$ cat src/rtl/mem_data_port_pkg.sv
// mem_data_port_pkg: state and size encodings shared by mem_data_port and mem_lane_align
package mem_data_port_pkg;
  typedef enum logic [1:0] {ST_IDLE, ST_RD, ST_CAP, ST_WR} state_t;
  localparam logic [1:0] SZ_B = 2'b00;
  localparam logic [1:0] SZ_H = 2'b01;
  localparam logic [1:0] SZ_W = 2'b10;
  localparam int LANES = 4;
  function automatic logic is_word(input logic [1:0] sz);
    return sz == SZ_W || sz == 2'b11;
  endfunction
endpackage

$ cat src/rtl/mem_lane_align.sv
// mem_lane_align: load lane extract/extend and sub-word store merge for a 4-lane word
module mem_lane_align
  import mem_data_port_pkg::*;
#(
  parameter int WORD = 32
) (
  input  logic [1:0]               size,
  input  logic [$clog2(LANES)-1:0] lane,
  input  logic                     sgn,
  input  logic [WORD-1:0]          q,
  input  logic [WORD-1:0]          wdata,
  output logic [WORD-1:0]          rdata,
  output logic [WORD-1:0]          mdata
);
  logic [7:0]  b;
  logic [15:0] h;
  // half accesses only look at lane[1], so an odd half address folds onto its aligned half
  always_comb begin
    b = q[lane*8 +: 8];
    h = lane[1] ? q[16 +: 16] : q[0 +: 16];
    rdata = is_word(size) ? q :
            size == SZ_B  ? {{(WORD-8){sgn & b[7]}}, b} : {{(WORD-16){sgn & h[15]}}, h};
    mdata = q;
    if (is_word(size)) mdata = wdata;
    else if (size == SZ_B) mdata[lane*8 +: 8] = wdata[7:0];
    else mdata[lane[1]*16 +: 16] = wdata[15:0];
  end
endmodule

$ cat src/rtl/mem_data_port.sv
// mem_data_port: byte/half/word load-store controller for mem_data (1-cycle registered read)
// MEM_DATA_MISALIGN_CHECK_EN: answer misaligned requests with an error instead of accessing memory
module mem_data_port
  import mem_data_port_pkg::*;
#(
  parameter int ADDR = 16,
  parameter int WORD = 32
) (
  input  logic            clk,
  input  logic            rst,
  input  logic            req_valid,
  output logic            req_ready,
  input  logic            req_we,
  input  logic [1:0]      req_size,
  input  logic            req_signed,
  input  logic [ADDR+1:0] req_addr,
  input  logic [WORD-1:0] req_wdata,
  output logic            rsp_valid,
  output logic [WORD-1:0] rsp_rdata,
  output logic            rsp_err,
  output logic [ADDR-1:0] mem_a,
  output logic            mem_w,
  output logic [WORD-1:0] mem_d,
  input  logic [WORD-1:0] mem_q
);
  state_t          state;
  logic            we_r, sgn_r, mis;
  logic [1:0]      sz_r, lane_r;
  logic [WORD-1:0] wd_r, ld, md;

  mem_lane_align #(.WORD(WORD)) u_align (
    .size(sz_r), .lane(lane_r), .sgn(sgn_r), .q(mem_q), .wdata(wd_r), .rdata(ld), .mdata(md)
  );

`ifdef MEM_DATA_MISALIGN_CHECK_EN
  assign mis = is_word(req_size) ? |req_addr[1:0] : req_size == SZ_H && req_addr[0];
`else
  assign mis = 1'b0;
`endif
  assign req_ready = state == ST_IDLE;

  always_ff @(posedge clk or negedge rst) begin
    if (!rst) begin
      state     <= ST_IDLE;
      we_r      <= 1'b0;
      sgn_r     <= 1'b0;
      sz_r      <= SZ_B;
      lane_r    <= 2'b00;
      wd_r      <= '0;
      rsp_valid <= 1'b0;
      rsp_rdata <= '0;
      rsp_err   <= 1'b0;
      mem_a     <= '0;
      mem_w     <= 1'b0;
      mem_d     <= '0;
    end else begin
      rsp_valid <= 1'b0;
      case (state)
        ST_IDLE: if (req_valid) begin
          we_r   <= req_we;
          sgn_r  <= req_signed;
          sz_r   <= req_size;
          lane_r <= req_addr[1:0];
          wd_r   <= req_wdata;
          if (mis) begin
            rsp_valid <= 1'b1;
            rsp_err   <= 1'b1;
            rsp_rdata <= '0;
          end else begin
            mem_a <= req_addr[ADDR+1:2];
            if (req_we && is_word(req_size)) begin
              mem_d <= req_wdata;
              mem_w <= 1'b1;
              state <= ST_WR;
            end else state <= ST_RD;
          end
        end
        ST_RD: state <= ST_CAP;
        // mem_q now holds the addressed word: finish the load or start the merged write
        ST_CAP: if (we_r) begin
          mem_d <= md;
          mem_w <= 1'b1;
          state <= ST_WR;
        end else begin
          rsp_valid <= 1'b1;
          rsp_err   <= 1'b0;
          rsp_rdata <= ld;
          state     <= ST_IDLE;
        end
        ST_WR: begin
          mem_w     <= 1'b0;
          rsp_valid <= 1'b1;
          rsp_err   <= 1'b0;
          rsp_rdata <= '0;
          state     <= ST_IDLE;
        end
        default: state <= ST_IDLE;
      endcase
    end
  end
endmodule
$ cat config.mk
export PLATFORM = sky130hd
export DESIGN_NAME = mem_data_port
export DESIGN_NICKNAME = d
export VERILOG_FILES = /design/src/rtl/mem_data_port_pkg.sv /design/src/rtl/mem_lane_align.sv /design/src/rtl/mem_data_port.sv
export SDC_FILE = /design/constraint.sdc
export NUM_CORES = 1
export LEC_CHECK = 0
export ABC_AREA = 1
export CAP_MARGIN = 5
export CORE_ASPECT_RATIO = 1.2
export CORE_MARGIN = 3
export CORE_UTILIZATION = 52
export DETAILED_ROUTE_END_ITERATION = 8
export HOLD_SLACK_MARGIN = 0.12
export PLACE_DENSITY_LB_ADDON = 0.05
export RECOVER_POWER = 25
export SLEW_MARGIN = 10
export SYNTH_ARGS = -nofsm -noshare
export SYNTH_HDL_FRONTEND = slang
export SYNTH_SLANG_ARGS = --single-unit
$ cat constraint.sdc
create_clock -name clk -period 4.4 [get_ports clk]
set_clock_uncertainty 0.1 [all_clocks]
set_input_delay 0.88 -clock clk [delete_from_list [all_inputs] [get_ports clk]]
set_output_delay 0.88 -clock clk [all_outputs]
set_load 0.05 [all_outputs]
==> results of run 1 <==
## sequential cells by signal, indices dropped and copies added (netlist names)
signal     flops
mem_a         16
mem_d         32
wd_r          32
state          2
mem_w          1
rsp_rdata     32
sz_r           2
lane_r         2
sgn_r          1
we_r           1
rsp_valid      1
## cell type report
cell class                 instances  area (um^2)
fill                            1110         3640
clock buffer                      20          437
clock inverter                    12          149
sequential                       122         3050
multi-input combinational        681         3150
inverter                         116          438
tap                              164          205
timing repair buffer             177         1760
## worst reg2reg max path: stages, from the launching register on
cell and delay, ps:
dfrtp_1 540, inv_2 250, ha_1 180, clkinv_1 230
nor2_1 540, nand3_1 140, nand2_1 90, nand2_1 50
nand2_1 100, nand2_1 50, nand2_1 60
## synthesized netlist by cell type, types with 8 or more instances
library cell and n:
o21ai_0 89, nand4_1 10, o21ai_1 23, nand2_1 356, mux2_2 12, a21oi_1 47, buf_6 8, buf_2 27
inv_1 110, dfrtp_1 122, nand3_1 38, nor2_1 73
## final timing paths
path | slack (ps) | to | start
worst max-delay path | 1300 | mem_d[14] | rst
worst min-delay path | 370 | rsp_rdata[2] | rsp_rdata[2]
worst max register to register | 2020 | mem_d[16] | lane_r[0]
worst min register to register | 370 | rsp_rdata[2] | rsp_rdata[2]
max in group clk | 1530 | req_ready | state[1]
min in group asynchronous | 890 | rsp_rdata[18] | rst
## kinds of logic (layout without fill, tap and decap cells)
kind of cell | after synthesis | in the layout
fa+ha+maj | 5 | 5
simple gates | 488 | 488
flops | 122 | 122
buf+inv | 166 | 325
other cells | 1 | 1
mux | 17 | 17
compound gates | 170 | 170
## cells in the final DEF (no fill, tap or decap), types with 5 or more instances in the layout
cell type	synthesis	layout
dfrtp_1	122	122
o21ai_1	23	23
nand2_2	3	5
nand3_1	38	38
nand2_1	356	354
a21oi_2	7	7
o21ai_0	89	89
mux2_2	12	12
nand4_1	10	10
a21oi_1	47	47
ha_1	5	5
clkdlybuf4s50_1	0	170
clkbuf_16	0	17
mux2_4	5	5
nor2_1	73	73
inv_1	110	110
## metal layers
layer	global-route usage	vias up	share of wire
met5	0	-	0
met4	0.122	0	0.037
met3	0.0640	59	0.083
met2	0.433	313	0.45
met1	0.386	3142	0.43
li1	-	3318	-
## stage by stage
step | worst slack [ps] | hold WS, ps
after global placement | 1520 | 355
after global routing | 768 | 397
final | 1300 | 375
after CTS | 1520 | 385
after floorplan | 2640 | 353
after detailed placement | 1460 | 365
## power by group through the flow
stage	Combinational [mW]	Sequential, mW	Clock [mW]
after detailed placement	4.41	2.00	0
final	4.42	2.01	1.39
after global placement	4.34	2.01	0
after CTS	4.43	2.00	1.41
after global routing	4.85	2.07	1.46
after floorplan	2.17	3.02	0
==> impl_metrics.ini, run 1 <==
[die]
core_um2 = 12800
io_pins = 173
initial_core_util = 0.541
die_area_um2 = 14800
dieHeight_um = 133
die_w_um = 112
rows = 45

[cts]
clock_sink_count = 122
cts-buffers-inserted = 17
ctsHoldBuffers = 0
tritoncts = done
clkLatencyLatePin_ps = 420
clockBufferDepth = 2
ctsResizeCount = 0
clkTransAtPathRegs_ps = 50
cts_max_level = 4
clock-root-buffer = clkbuf_16
cts_setup_buffers = 0

[synthesis]
synthArstFlopShare = 1.00
synth-compound-area-share = 0.130
yosysWarningCount = 0
synth.area.mux_share = 0.0303
syn_inst = 969
synth_top_area_share = 0.439
synth_xor_area_frac = 0
synthFlopType = dfrtp_1
synth.ff_latch_count = 122
ys_types = 31
syn_avg_cell_area_um2 = 7.17
synth_fa_ha_area_frac = 0.00901
synth_area_leaders = dfrtp_1 (44%), nand2_1 (19%), o21ai_0 (6.4%), inv_1 (5.9%), nor2_1 (3.9%)
syn-num-nets = 1063
synth.largest_area_cell = dfrtp_1
synth_top_family_by_area = simple AND/OR/NAND/NOR gates
netlist_area_um2 = 6950
synth_edf_count = 0
yosysSeqAreaShare = 0.439
yosys.area_share.simple = 0.283

[setup_path]
worstSetupPathType = in -> async
cp_top_family = buffers and inverters
cp.depth = 2
crit_chain = clkbuf_2 -> clkbuf_2
crit_path_start_kind = input port
slowest_stage = clkbuf_2
reg2reg_depth = 10
slowest_delay_ps = 1330
crit_buf_inv = 2
cp_common_cell = clkbuf_2
critPathCaptureType = asynchronous set/reset pin
cp.arrival_ps = 3350
crit_required_ps = 4650
crit_fanout = 76

[power_and_ir_drop]
p_per_area_nw_per_um2 = 850
swShare = 0.497
fin_total_pwr_mw = 7.82
power_leakage_nw = 4.62
vdd_drop_max_v = 0.000561
seqPwrFrac = 0.257
power.switching_mw = 3.88
clock_power_share = 0.178
p_int_mw = 3.94
combPwrFrac = 0.565

[placed_design]
dp_cells = 1260
dp_hpwl_um = 14700
place_congestion = 0.915
port_buffers = 171
placed_area_um2 = 8630

[timing]
max_freq_mhz = 323
drv_slew = 77
relSlewSlack = -0.257
tns_ps = 0
period_share = 0.704
rsz0062_at_grt = no
final_hold_viol_count = 0
fin_crit_ps = 3100
tightest_slew_ps = 1890
setup-violations-final = 0

[final_layout]
area_growth_pct = 32.4
fin_util = 0.716
n_antenna_cell = 0
final_area_um2 = 9200
instances_no_fill = 1292
final_nets = 1209
drive_gt1_frac = 0.0691

[grt]
grt-ovfl-total = 0
grt_usage = 0.282
antenna_found_initial = 0
grt_pass1_wl_um = 33600
grt_max_degree = 77
grt_pass1_vias = 6638

[route]
drtIter0Drc = 611
drc = 0
drtAntennaViolNets = 0
vias_per_cell = 5.29
dr.pass1.iters = 5
num_vias = 6832
wl_per_cell_um = 15.8
wirelength_um = 20400

[status]
violations = max-capacitance violations, max-slew violations
status = complete, but fails checks

[min_path]
min_delay_path_depth = 2
hp-class = reg -> reg

[flow_run]
drv_cap = 1
Power figures use the tool's default switching activity.
==> run 2: changes to the inputs <==
--- a/config.mk
+++ b/config.mk
@@ -9,7 +9,7 @@
 export CAP_MARGIN = 5
 export CORE_ASPECT_RATIO = 1.2
 export CORE_MARGIN = 3
-export CORE_UTILIZATION = 52
+export CORE_UTILIZATION = 45
 export DETAILED_ROUTE_END_ITERATION = 8
 export HOLD_SLACK_MARGIN = 0.12
 export PLACE_DENSITY_LB_ADDON = 0.05
==> constraint.sdc (replaced) <==
create_clock -name clk -period 2.82 [get_ports clk]
set_clock_uncertainty 0.1 [all_clocks]
set_input_delay 0.564 -clock clk [delete_from_list [all_inputs] [get_ports clk]]
set_output_delay 0.564 -clock clk [all_outputs]
set_load 0.05 [all_outputs]
==> run 2 against run 1 <==
The run now ends clean; design area is 1.4% higher; final cell count is 4.1% higher; die area is 15% higher; count of clock-buffer cells in the layout is 1 higher; largest power group unchanged.
==> impl_metrics.ini, run 2 (synthesized netlist as in run 1, its figures left out) <==
[timing]
tightest_slew_ps = 1390
tns_ps = 0
final_hold_viol_count = 0
rsz0062_at_grt = no
max_freq_mhz = 383
relSlewSlack = 0.0711
fin_crit_ps = 2610
drv_slew = 0
setup-violations-final = 0
fin_ws_ps = 207
period_share = 0.926

[min_path]
hp-class = reg -> reg

[final_layout]
n_antenna_cell = 0
seq_area_um2 = 3050
final_area_um2 = 9320
nFillCells = 1480
multi_input_area_um2 = 3140
instances_no_fill = 1345
final_nets = 1223
reg_top3 = mem_d (32), rsp_rdata (32), wd_r (32)
area_growth_pct = 34.2
drive_gt1_frac = 0.0745
layout_commonest_cell = nand2_1
layout_common_cells = nand2_1 (355), clkdlybuf4s50_1 (170), dfrtp_1 (122)

[grt]
grt-ovfl-total = 0
grt_pass1_vias = 6621
grt_pass1_wl_um = 34900
antenna_found_initial = 0
grt_max_degree = 66
grt_usage = 0.262

[die]
dieHeight_um = 142
core_um2 = 15100
die_area_um2 = 17000
rows = 49
io_pins = 173
die_w_um = 119
initial_core_util = 0.461

[cts]
clkTransAtPathRegs_ps = 60
clkLatencyLatePin_ps = 420
clock-root-buffer = clkbuf_16
clock_sink_count = 122
tritoncts = done
ctsResizeCount = 0
cts-buffers-inserted = 17
cts_max_level = 4
clockBufferDepth = 2
cts_setup_buffers = 0

[power_and_ir_drop]
vdd_drop_max_v = 0.000927
p_per_area_nw_per_um2 = 1320
fin_total_pwr_mw = 12.3
power_leakage_nw = 4.67

[placed_design]
port_buffers = 171
place_ws_ps = 560
place_congestion = 0.957
placed_area_um2 = 8790
dp_hpwl_um = 16000
dp_cells = 1313

[setup_path]
slowest_stage = clkdlybuf4s50_1
crit_required_ps = 2160
cp.arrival_ps = 1950
crit_chain = nor2_1 -> clkdlybuf4s50_1
crit_fanout = 5
critPathCaptureType = output port
worstSetupPathType = reg -> out
crit_path_start_kind = flop
slowest_delay_ps = 850

[route]
drc = 0
wirelength_um = 21400
drtIter0Drc = 449
dr.pass1.iters = 7
vias_per_cell = 4.98
drtAntennaViolNets = 0
num_vias = 6701
wl_per_cell_um = 15.9

[status]
status = completed

[flow_run]
drv_cap = 0
[run 2: cell type report]
| class | instances | area share |
|---|---|---|
| clock inverters | 10 | 0.0127 |
| repair buffers | 191 | 0.200 |
| inverters | 116 | 0.0470 |
| flip-flops and latches | 122 | 0.327 |
| clock buffers | 21 | 0.0494 |
| well taps | 204 | 0.0274 |
| multi-input cells | 681 | 0.336 |
[run 2: worst paths after layout]
path / slack, ps / endpoint / cells after the start / start
setup / recovery: 210 / req_ready / 2 / state[1]
hold / removal: 380 / mem_w / 2 / mem_w
setup reg to reg: 400 / wd_r[27] / 5 / state[1]
hold reg to reg: 380 / mem_w / 2 / mem_w
max in group asynchronous: 510 / wd_r[17] / 3 / rst
min in group asynchronous: 770 / rsp_rdata[24] / 2 / rst
[run 2: stage by stage]
step | util | hold slack [ps]
6_report | 0.618 | 376
3_5_place_dp | 0.583 | 364
5_1_grt | 0.618 | 396
2_1_floorplan | - | 168
3_3_place_gp | 0.583 | 362
4_1_cts | 0.622 | 381
[run 2: where the power goes]
part | switching [mW] | internal [mW]
logic | 4.74 | 2.26
registers | 0.581 | 2.55
clock network | 0.795 | 1.34
total | 6.11 | 6.15
[run 2: worst max-delay path: cells and delay by family, from the launching register on]
kind          cells  cell delay [ps]
flops             1              440
simple gates      1              240
buf+inv           1              850
[run 2: routing by layer]
layer | routed length (um) | track usage | up-vias
met1 | 9610 | 0.360 | 3048
met2 | 9830 | 0.416 | 266
met3 | 1360 | 0.0553 | 39
met5 | 0 | 0 | -
met4 | 634 | 0.0923 | 0
li1 | - | - | 3348
[run 2: what timing repair did]
action	4_1_cts	5_1_grt
endpoints found under the hold margin	39	0
endpoints found under the setup margin	0	0
hold buffers	1	0
